[src/rtl/div_rem_unit.sv]
// Radix-2 restoring divider for RV32M DIV/DIVU/REM/REMU.
// One quotient bit per clock; special cases resolve in IDLE.
module div_rem_unit #(
   parameter int WIDTH = 32
) (
   input  logic             i_clk,
   input  logic             i_rst_n,
   input  logic             i_start,
   input  logic [1:0]       i_div_op,
   input  logic [WIDTH-1:0] i_op_a,
   input  logic [WIDTH-1:0] i_op_b,
   output logic             o_busy,
   output logic             o_valid,
   output logic [WIDTH-1:0] o_div_data
);

   localparam int CW = $clog2(WIDTH);

   typedef enum logic [1:0] {
      IDLE = 2'd0,
      CALC = 2'd1,
      FIX  = 2'd2
   } state_t;

   state_t state;
   state_t state_nxt;

   logic [1:0]       op;
   logic             neg_q;
   logic             neg_r;
   logic [WIDTH-1:0] quo;
   logic [WIDTH-1:0] rem;
   logic [WIDTH-1:0] dvsr;
   logic [CW-1:0]    cnt;
   logic [WIDTH-1:0] data;
   logic             valid;

   logic             is_signed;
   logic             is_rem;
   logic [WIDTH-1:0] abs_a;
   logic [WIDTH-1:0] abs_b;
   logic             div_zero;
   logic             ovf;
   logic             special;
   logic [WIDTH-1:0] special_res;

   logic [WIDTH:0]   shift;
   logic [WIDTH:0]   diff;
   logic             q_bit;
   logic             last;
   logic [WIDTH-1:0] result;

   // Operand conditioning and special-case detection at issue.
   always_comb begin
      is_signed   = ~i_div_op[0];
      is_rem      = i_div_op[1];
      abs_a       = i_op_a[WIDTH-1] ? -i_op_a : i_op_a;
      abs_b       = i_op_b[WIDTH-1] ? -i_op_b : i_op_b;
      div_zero    = (i_op_b == '0);
      ovf         = is_signed
                  && (i_op_a == {1'b1, {(WIDTH-1){1'b0}}})
                  && (i_op_b == '1);
      special     = div_zero | ovf;
      special_res = '0;
      if (div_zero) begin
         special_res = is_rem ? i_op_a : '1;
      end else if (ovf) begin
         special_res = is_rem ? '0 : i_op_a;
      end
   end

   // One restoring step: shift in dividend MSB, trial subtract.
   always_comb begin
      shift = {rem, quo[WIDTH-1]};
      diff  = shift - {1'b0, dvsr};
      q_bit = ~diff[WIDTH];
      last  = (cnt == CW'(WIDTH - 1));
   end

   // Sign fix-up of the selected quotient or remainder.
   always_comb begin
      result = '0;
      if (op[1]) begin
         result = neg_r ? -rem : rem;
      end else begin
         result = neg_q ? -quo : quo;
      end
   end

   // State register.
   always_ff @(posedge i_clk or negedge i_rst_n) begin
      if (!i_rst_n) begin
         state <= IDLE;
      end else begin
         state <= state_nxt;
      end
   end

   // Next-state logic; unreachable encodings fall back to IDLE.
   always_comb begin
      state_nxt = IDLE;
      case (state)
         IDLE: state_nxt = (i_start && !special) ? CALC : IDLE;
         CALC: state_nxt = last ? FIX : CALC;
         FIX:  state_nxt = IDLE;
         default: state_nxt = IDLE;
      endcase
   end

   // Output decode from state.
   always_comb begin
      o_busy = (state != IDLE);
   end

   // Datapath: operand capture, iteration and result register.
   always_ff @(posedge i_clk or negedge i_rst_n) begin
      if (!i_rst_n) begin
         op    <= '0;
         neg_q <= 1'b0;
         neg_r <= 1'b0;
         quo   <= '0;
         rem   <= '0;
         dvsr  <= '0;
         cnt   <= '0;
         data  <= '0;
         valid <= 1'b0;
      end else begin
         valid <= 1'b0;
         case (state)
            IDLE: begin
               if (i_start) begin
                  op  <= i_div_op;
                  rem <= '0;
                  cnt <= '0;
                  if (is_signed) begin
                     quo   <= abs_a;
                     dvsr  <= abs_b;
                     neg_q <= i_op_a[WIDTH-1] ^ i_op_b[WIDTH-1];
                     neg_r <= i_op_a[WIDTH-1];
                  end else begin
                     quo   <= i_op_a;
                     dvsr  <= i_op_b;
                     neg_q <= 1'b0;
                     neg_r <= 1'b0;
                  end
                  if (special) begin
                     data  <= special_res;
                     valid <= 1'b1;
                  end
               end
            end
            CALC: begin
               rem <= q_bit ? diff[WIDTH-1:0] : shift[WIDTH-1:0];
               quo <= {quo[WIDTH-2:0], q_bit};
               if (!last) begin
                  cnt <= cnt + 1'b1;
               end
            end
            FIX: begin
               data  <= result;
               valid <= 1'b1;
            end
            default: ;
         endcase
      end
   end

   assign o_valid    = valid;
   assign o_div_data = data;

endmodule
[config.mk]
export PLATFORM = sky130hd
export DESIGN_NAME = div_rem_unit
export DESIGN_NICKNAME = d
export VERILOG_FILES = /design/src/rtl/div_rem_unit.sv
export SDC_FILE = /design/constraint.sdc
export NUM_CORES = 1
export LEC_CHECK = 0
export ABC_AREA = 1
export CORE_MARGIN = 3
export CORE_UTILIZATION = 50
export CTS_CLUSTER_DIAMETER = 50
export DETAILED_ROUTE_END_ITERATION = 10
export GPL_ROUTABILITY_DRIVEN = 0
export PLACE_DENSITY = 0.7
export SYNTH_ARGS = -nofsm -noshare
export SYNTH_HDL_FRONTEND = slang
export SYNTH_SLANG_ARGS = --single-unit
export TNS_END_PERCENT = 30
[constraint.sdc]
create_clock -name i_clk -period 4.8 [get_ports i_clk]
set_input_delay 0.96 -clock i_clk [delete_from_list [all_inputs] [get_ports i_clk]]
set_output_delay 0.96 -clock i_clk [all_outputs]
set_load 0.02 [all_outputs]
==> PnR_summary.wiki <==
{| class="wikitable"
! Metric !! Value
|-
| CTS Root Cell || sky130_fd_sc_hd__clkbuf_16
|-
| Number of cells on the worst reg-to-reg path || 16
|-
| Final Setup Violations || 0
|-
| Hpwl dp || 34320 um
|-
| Syn Std Cell Area || 0.01309 sq mm
|-
| Net count after synthesis || 2314
|-
| Average cell area after synthesis || 5.935 sq um
|-
| Maximum achievable frequency || 289.2 MHz
|-
| Number of antenna cells inserted || 0
|-
| First DRT Iteration DRCs || 1563
|-
| Run status || finished clean
|-
| Number of flip-flops and latches in the synthesized netlist || between 100 and 150
|-
| Reg area || 0.003478 sq mm
|-
| GRT overflow || 0
|-
| Htree depth || 4
|-
| Setup crit end kind || flop
|-
| Data required time of the worst path || 5.17 ns
|-
| Layout-stage area growth over the synthesis result || 13.87%
|-
| Die Y || 167.8 um
|-
| Setup Crit Path Kind || in2reg
|-
| Die span in x || 167.8 um
|-
| Source-to-sink clock delay at the later pin of the worst-skew pair || 0.43 ns
|-
| GR peak layer || met2
|-
| Number of global-route vias before repair || 13540
|-
| Met1 Track Usage GR || between 40% and 50%
|-
| Static power due to leakage || about 7.6 nW
|-
| Most used cells in the layout excluding fill and tap cells || sky130_fd_sc_hd__nand2_1 (789), sky130_fd_sc_hd__inv_1 (280), sky130_fd_sc_hd__nand3_1 (251), sky130_fd_sc_hd__nor2_1 (210), sky130_fd_sc_hd__dfrtp_1 (139)
|-
| Synth Flop Type || sky130_fd_sc_hd__dfrtp_1
|-
| Fraction of met2 tracks used by global routing || 48.13%
|-
| Average wire per cell in the routed design || 16.80 um
|-
| Largest buffer count on any clock path || 2
|-
| Switching Share || around 56%
|-
| Power Density || 726.5 mW/mm^2
|-
| Post-Route WL || 43940 um
|-
| Combinational power share || between 60% and 70%
|-
| Mapped Cells || approximately 2200
|-
| Share of synthesized flip-flops with an asynchronous set or reset || 100.0%
|-
| Worst EP arrival || 3.83 ns
|-
| Core ar. || 0.02547 sq mm
|-
| I/O pin cnt || 103
|-
| Critical path fanouts, max || 33
|-
| Final Hold Viols || 0
|-
| Post_cts resized || 0
|-
| Area of combinational cells with multiple inputs || 0.008228 sq mm
|-
| Register area share after synthesis || 26.58%
|-
| Slew headroom || between 20% and 30%
|-
| Count of TritonRoute iterations in the first routing pass || 8
|-
| Total DRC errors in the routed layout || 0
|-
| Minimum clock period after layout || 3.457 ns
|-
| Wire length of the first global-routing pass || 70660 um
|-
| Vias/cell || 5.621
|-
| Max-cap violations || 0
|-
| Skew final || 0.01746 ns
|-
| Number of nets at the end of the flow || 2381
|-
| Clk sink count || approximately 140
|-
| Cell internal power dissipation || 0.004812 W
|-
| IO Port Bufs || 102
|-
| Number of buffers added for setup after CTS || 0
|-
| RSZ-0062 raised after global routing || false
|-
| Sequential Power Share || 21.6%
|-
| Count of flip-flops with a built-in enable after synthesis || 0
|-
| Clock buffer count from CTS || 17
|-
| Post-route antenna net violation count || 0
|-
| Largest net degree at the start of global routing || 92
|-
| Initial standard-cell utilization of the core || 51.38%
|-
| Summed negative setup slack over all endpoints || 0 ns
|-
| Layout cells sized above 1 || 4.245%
|-
| Period Utilization, post-route || 72.03%
|-
| Startpoint Class || primary input
|-
| Worst IR Drop VDD || 0.0003516 V
|-
| Total Die Area || between 0.02 and 0.03 sq mm
|-
| Overall Global Routing Usage || 30.88%
|-
| Cts-stage hold buffer count || 0
|-
| Synth unique cells || 44
|-
| Kind of path behind the tightest hold check || reg2reg
|-
| Worst-Margin Slew || approximately 1.1 ns
|-
| Share of the core filled with cells || between 50% and 60%
|-
| Max-slew violation count || 0
|-
| Number of antenna violations at the first check in global routing || 0
|-
| Clock tree from TritonCTS || done
|-
| Leading cell type in the layout, fill and taps excluded || sky130_fd_sc_hd__nand2_1
|-
| Filler cells || 2615
|-
| Clock slew at reported path FFs || 0.07 ns
|-
| Met3 global-route usage || 5.212%
|-
| Clock network fraction of total power || 12.3%
|-
| Standard-cell rows || 58
|-
| Cell depth of the worst hold path || 2
|-
| Via count of the routed design || 14700
|-
| Psw || ~0.006 W
|-
| YS warnings || 0
|}
[final timing paths]
kind,startpoint,end,slack [ns]
worst min-delay path,o_div_data[18]$_DFFE_PN0P_,o_div_data[18]$_DFFE_PN0P_,0.48
min in group asynchronous,i_rst_n,rem[11]$_DFFE_PN0P_,0.59
worst max-delay path,i_op_a[1],o_div_data[19]$_DFFE_PN0P_,1.34
worst max register to register,quo[31]$_DFFE_PN0P_,rem[30]$_DFFE_PN0P_,1.93
worst min register to register,o_div_data[18]$_DFFE_PN0P_,o_div_data[18]$_DFFE_PN0P_,0.48
max in group asynchronous,i_rst_n,quo[18]$_DFFE_PN0P_,3.42
[synth_stat cells, types with 15 or more instances]
cell	number	area, sq um
sky130_fd_sc_hd__xor2_1	41	359.1
sky130_fd_sc_hd__nand4_1	34	212.7
sky130_fd_sc_hd__nand2_1	789	2962
sky130_fd_sc_hd__nor2_1	213	799.5
sky130_fd_sc_hd__dfrtp_1	139	3478
sky130_fd_sc_hd__a21oi_1	57	285.3
sky130_fd_sc_hd__inv_1	281	1055
sky130_fd_sc_hd__o21ai_1	18	90.09
sky130_fd_sc_hd__nand3b_1	18	135.1
sky130_fd_sc_hd__nand3_1	251	1256
sky130_fd_sc_hd__a22oi_1	29	217.7
sky130_fd_sc_hd__nor2_2	15	93.84
sky130_fd_sc_hd__nor3_1	15	75.07
sky130_fd_sc_hd__o21ai_0	120	600.6
sky130_fd_sc_hd__clkbuf_1	37	138.9
sky130_fd_sc_hd__ha_1	39	488.0
[state kept, by name, summed over array words and instances, names as in the netlist]
register	cells
state	2
o_div_data	32
o_valid	1
rem	32
quo	32
op	1
cnt	5
neg_r	1
dvsr	32
neg_q	1
[metal layers]
metal	part of all wire [%]	vias to the layer above
met5	0	-
met4	2.2	0
met3	8.7	64
met2	44	685
met1	45	6758
li1	-	7192
[metrics by stage]
stage	area (sq um)	hold slack (ns)	total power [W]	setup WS (ns)	instances
after global routing	14900	0.5197	0.01189	1.213	2615
after floorplan	13090	0.4491	0.007460	2.463	2205
after global placement	14330	0.4683	0.009222	1.119	2583
after detailed placement	14330	0.4684	0.009359	1.077	2583
final	14900	0.4783	0.01083	1.343	2615
after CTS	14900	0.4872	0.01071	1.459	2615
[worst max-delay path, cell delays in order]
cell and delay [ns]:
sky130_fd_sc_hd__clkdlybuf4s50_1 0.40, sky130_fd_sc_hd__inv_1 0.23, sky130_fd_sc_hd__ha_1 0.29, sky130_fd_sc_hd__nand3_1 0.13, sky130_fd_sc_hd__nor2_1 0.22, sky130_fd_sc_hd__nand2_1 0.13, sky130_fd_sc_hd__nor2_1 0.18, sky130_fd_sc_hd__nand3_1 0.23
sky130_fd_sc_hd__nand3_2 0.15, sky130_fd_sc_hd__nand3_4 0.37, sky130_fd_sc_hd__clkinv_2 0.35, sky130_fd_sc_hd__nand2_1 0.10, sky130_fd_sc_hd__nand2_1 0.06
[cell type report]
type	count	share of cell area (%)
multi-input cells	1711	55.21
flip-flops and latches	139	23.34
repair buffers	113	7.498
inverters	290	7.313
clock buffers	19	2.972
well taps	330	2.771
clock inverters	13	0.8900
[logic make-up after synthesis]
group | synth area share [%]
buffers and inverters | 10.72
AO/OA/AOI/OAI | 10.73
adder cells (fa/ha/maj) | 3.882
XOR/XNOR | 3.346
flip-flops | 26.58
AND/OR/NAND/NOR | 44.75
[power by group through the flow]
stage,logic [W],clock network [W],registers (W)
floorplan,0.00539,0,0.00207
global placement,0.00690,0,0.00232
detailed placement,0.00704,0,0.00232
CTS,0.00706,0.00134,0.00231
global route,0.00812,0.00139,0.00238
finish,0.00715,0.00133,0.00234
No activity file was read; power rests on OpenSTA's default activity.
==> edit, RTL diff (same flow settings) <==
The parameter `WIDTH` goes from 32 to 16.
--- a/src/rtl/div_rem_unit.sv
+++ b/src/rtl/div_rem_unit.sv
@@ -1,7 +1,7 @@
 // Radix-2 restoring divider for RV32M DIV/DIVU/REM/REMU.
 // One quotient bit per clock; special cases resolve in IDLE.
 module div_rem_unit #(
-   parameter int WIDTH = 32
+   parameter int WIDTH = 16
 ) (
    input  logic             i_clk,
    input  logic             i_rst_n,
Interface: changed (resized i_op_a, i_op_b and o_div_data); port bits go from 103 to 55. The function was not compared with the original's and may differ.
==> edit against the unedited design <==
  * Critical path depth is 1 lower
  * Synthesized cell count is 54% lower
  * Worst setup slack better by 0.77 ns
  * Sequential cell count is 65 lower
  * Final area is 51% lower
  * Wire length is 59% lower
  * Area after synthesis is 51% lower
  * Power is 51% lower
==> edit: results (changes against the unedited design) <==
DP Wirelength: 13900 µm (was 34300 µm)
initial antenna violation count: 0 (unchanged)
Synth Flop Type: dfrtp_1 (unchanged)
status: finished, final reports clean (unchanged)
synth unique cells: 39 (was 44)
reg2reg path depth: 13 (was 16)
Worst-path clk slew: 0.05 ns (was 0.07 ns)
CP Launch Point: i_op_a[0] (was i_op_a[1])
reg-to-reg endpoint: quo[0]$_DFFE_PN0P_ (was rem[30]$_DFFE_PN0P_)
RR Startpoint: quo[15]$_DFFE_PN0P_ (was quo[31]$_DFFE_PN0P_)
global-route wire length before repair: 29800 µm (was 70700 µm)
Post-synth top cells: 310 x nand2_1, 142 x nand3_1, 137 x inv_1, 74 x dfrtp_1, 69 x nor2_1 (was 789 x nand2_1, 281 x inv_1, 251 x nand3_1, 213 x nor2_1, 139 x dfrtp_1)
layout cells sized above 1: 0.0542 (was 0.0425)
fillers: 1245 (was 2615)
# diodes: 0 (unchanged)
clk root buf: clkbuf_16 (unchanged)
crit-path max cell delay: 0.42 ns (was 0.40 ns)
vias post-DR: 6640 (was 14.7k)
WL final: 18100 µm (was 43900 µm)
vias in the first global route: 5874 (was 13.5k)
worst-skew pair later-pin latency: 0.34 ns (was 0.43 ns)
Clock Skews: 0.00815 ns (was 0.0175 ns)
H-Tree Depth: 3 (was 4)
Worst EP arrival: 2.90 ns (was 3.83 ns)
worst reg-to-reg setup slack: 2.30 ns (was 1.93 ns)
DR pass1 iterations: 5 (was 8)
relative slew slack: 0.356 (was 0.237)
worst ir drop on vdd: 322 µV (was 352 µV)
ranking of synthesized cells by area: dfrtp_1 29%, nand2_1 18%, nand3_1 11%, inv_1 8.1%, o21ai_0 5.3% (was dfrtp_1 27%, nand2_1 23%, nand3_1 9.6%, inv_1 8.1%, nor2_1 6.1%)
largest net degree at the start of global routing: 75 (was 92)
DP Area: 7010 µm² (was 14300 µm²)
total CTS buffers: 9 (was 17)
post-CTS setup buffers: 0 (unchanged)
global-route usage over all layers: 0.259 (was 0.309)
CP max FO: 17 (was 33)
Worst Setup EP: o_div_data[13]$_DFFE_PN0P_ (was o_div_data[19]$_DFFE_PN0P_)
static leakage: 3.71 nW (was 7.59 nW)
register area share after synthesis: 0.291 (was 0.266)
Mapped Nets: 1069 (was 2314)
asr flop ratio synth: 1.00 (unchanged)
Port Buf Inserts: 54 (was 102)
worst min path class: flip-flop to flip-flop (unchanged)
DRT iter0 DRCs: 665 (was 1563)
synth warn: 0 (unchanged)
## edit: worst min path at each step
| stage | start | end | slack, ns | depth (start not counted) |
|---|---|---|---|---|
| after global routing | dvsr[5]$_DFFE_PN0P_ | dvsr[5]$_DFFE_PN0P_ | 0.51 | 2 |
| final | dvsr[10]$_DFFE_PN0P_ | dvsr[10]$_DFFE_PN0P_ | 0.49 | 2 |
| after CTS | dvsr[10]$_DFFE_PN0P_ | dvsr[10]$_DFFE_PN0P_ | 0.49 | 2 |
| after floorplan | dvsr[10]$_DFFE_PN0P_ | dvsr[10]$_DFFE_PN0P_ | 0.45 | 2 |
| after global placement | dvsr[6]$_DFFE_PN0P_ | dvsr[6]$_DFFE_PN0P_ | 0.47 | 2 |
| after detailed placement | dvsr[10]$_DFFE_PN0P_ | dvsr[10]$_DFFE_PN0P_ | 0.48 | 2 |
## edit: cells by family after synthesis
family | synth area share
AND/OR/NAND/NOR | 0.428
buffers and inverters | 0.106
AO/OA/AOI/OAI | 0.102
flip-flops | 0.291
adder cells (fa/ha/maj) | 0.0463
XOR/XNOR | 0.0275
## edit: layout make-up
class	count	area, µm²	share of cell area
Timing Repair Buffer	58	568	0.0781
Tap cell	168	210	0.0289
Inverter	141	529	0.0728
Multi-Input combinational cell	762	3850	0.529
Clock inverter	5	31.3	0.00430
Sequential cell	74	1850	0.255
Clock buffer	11	233	0.0320
## edit: stage by stage
step | instances | worst slack (ns) | hold slack (ns)
after floorplan | 1009 | 2.52 | 0.453
after global placement | 1203 | 1.84 | 0.468
after detailed placement | 1203 | 1.78 | 0.480
after CTS | 1219 | 2.14 | 0.494
after global routing | 1219 | 1.94 | 0.514
final | 1219 | 2.11 | 0.485
## edit: per-layer routing
metal	GRT usage	up-vias	routed length (µm)
met5	0	-	0
li1	-	3351	-
met2	0.383	234	7860
met4	0.0797	0	281
met3	0.0408	18	1350
met1	0.389	3037	8590
## edit: power breakdown
part           switching [W]  internal, W  leakage [nW]  total [W]
Combinational        0.00214      0.00125          2.71    0.00339
Clock               0.000267     0.000348         0.129   0.000615
Sequential          0.000360     0.000944         0.872    0.00130
## edit: worst max-delay path: cells and delay by family
family / cells / cell delay (ns)
simple gates: 8 / 1.07
buf+inv: 3 / 0.62
fa+ha+maj: 1 / 0.22
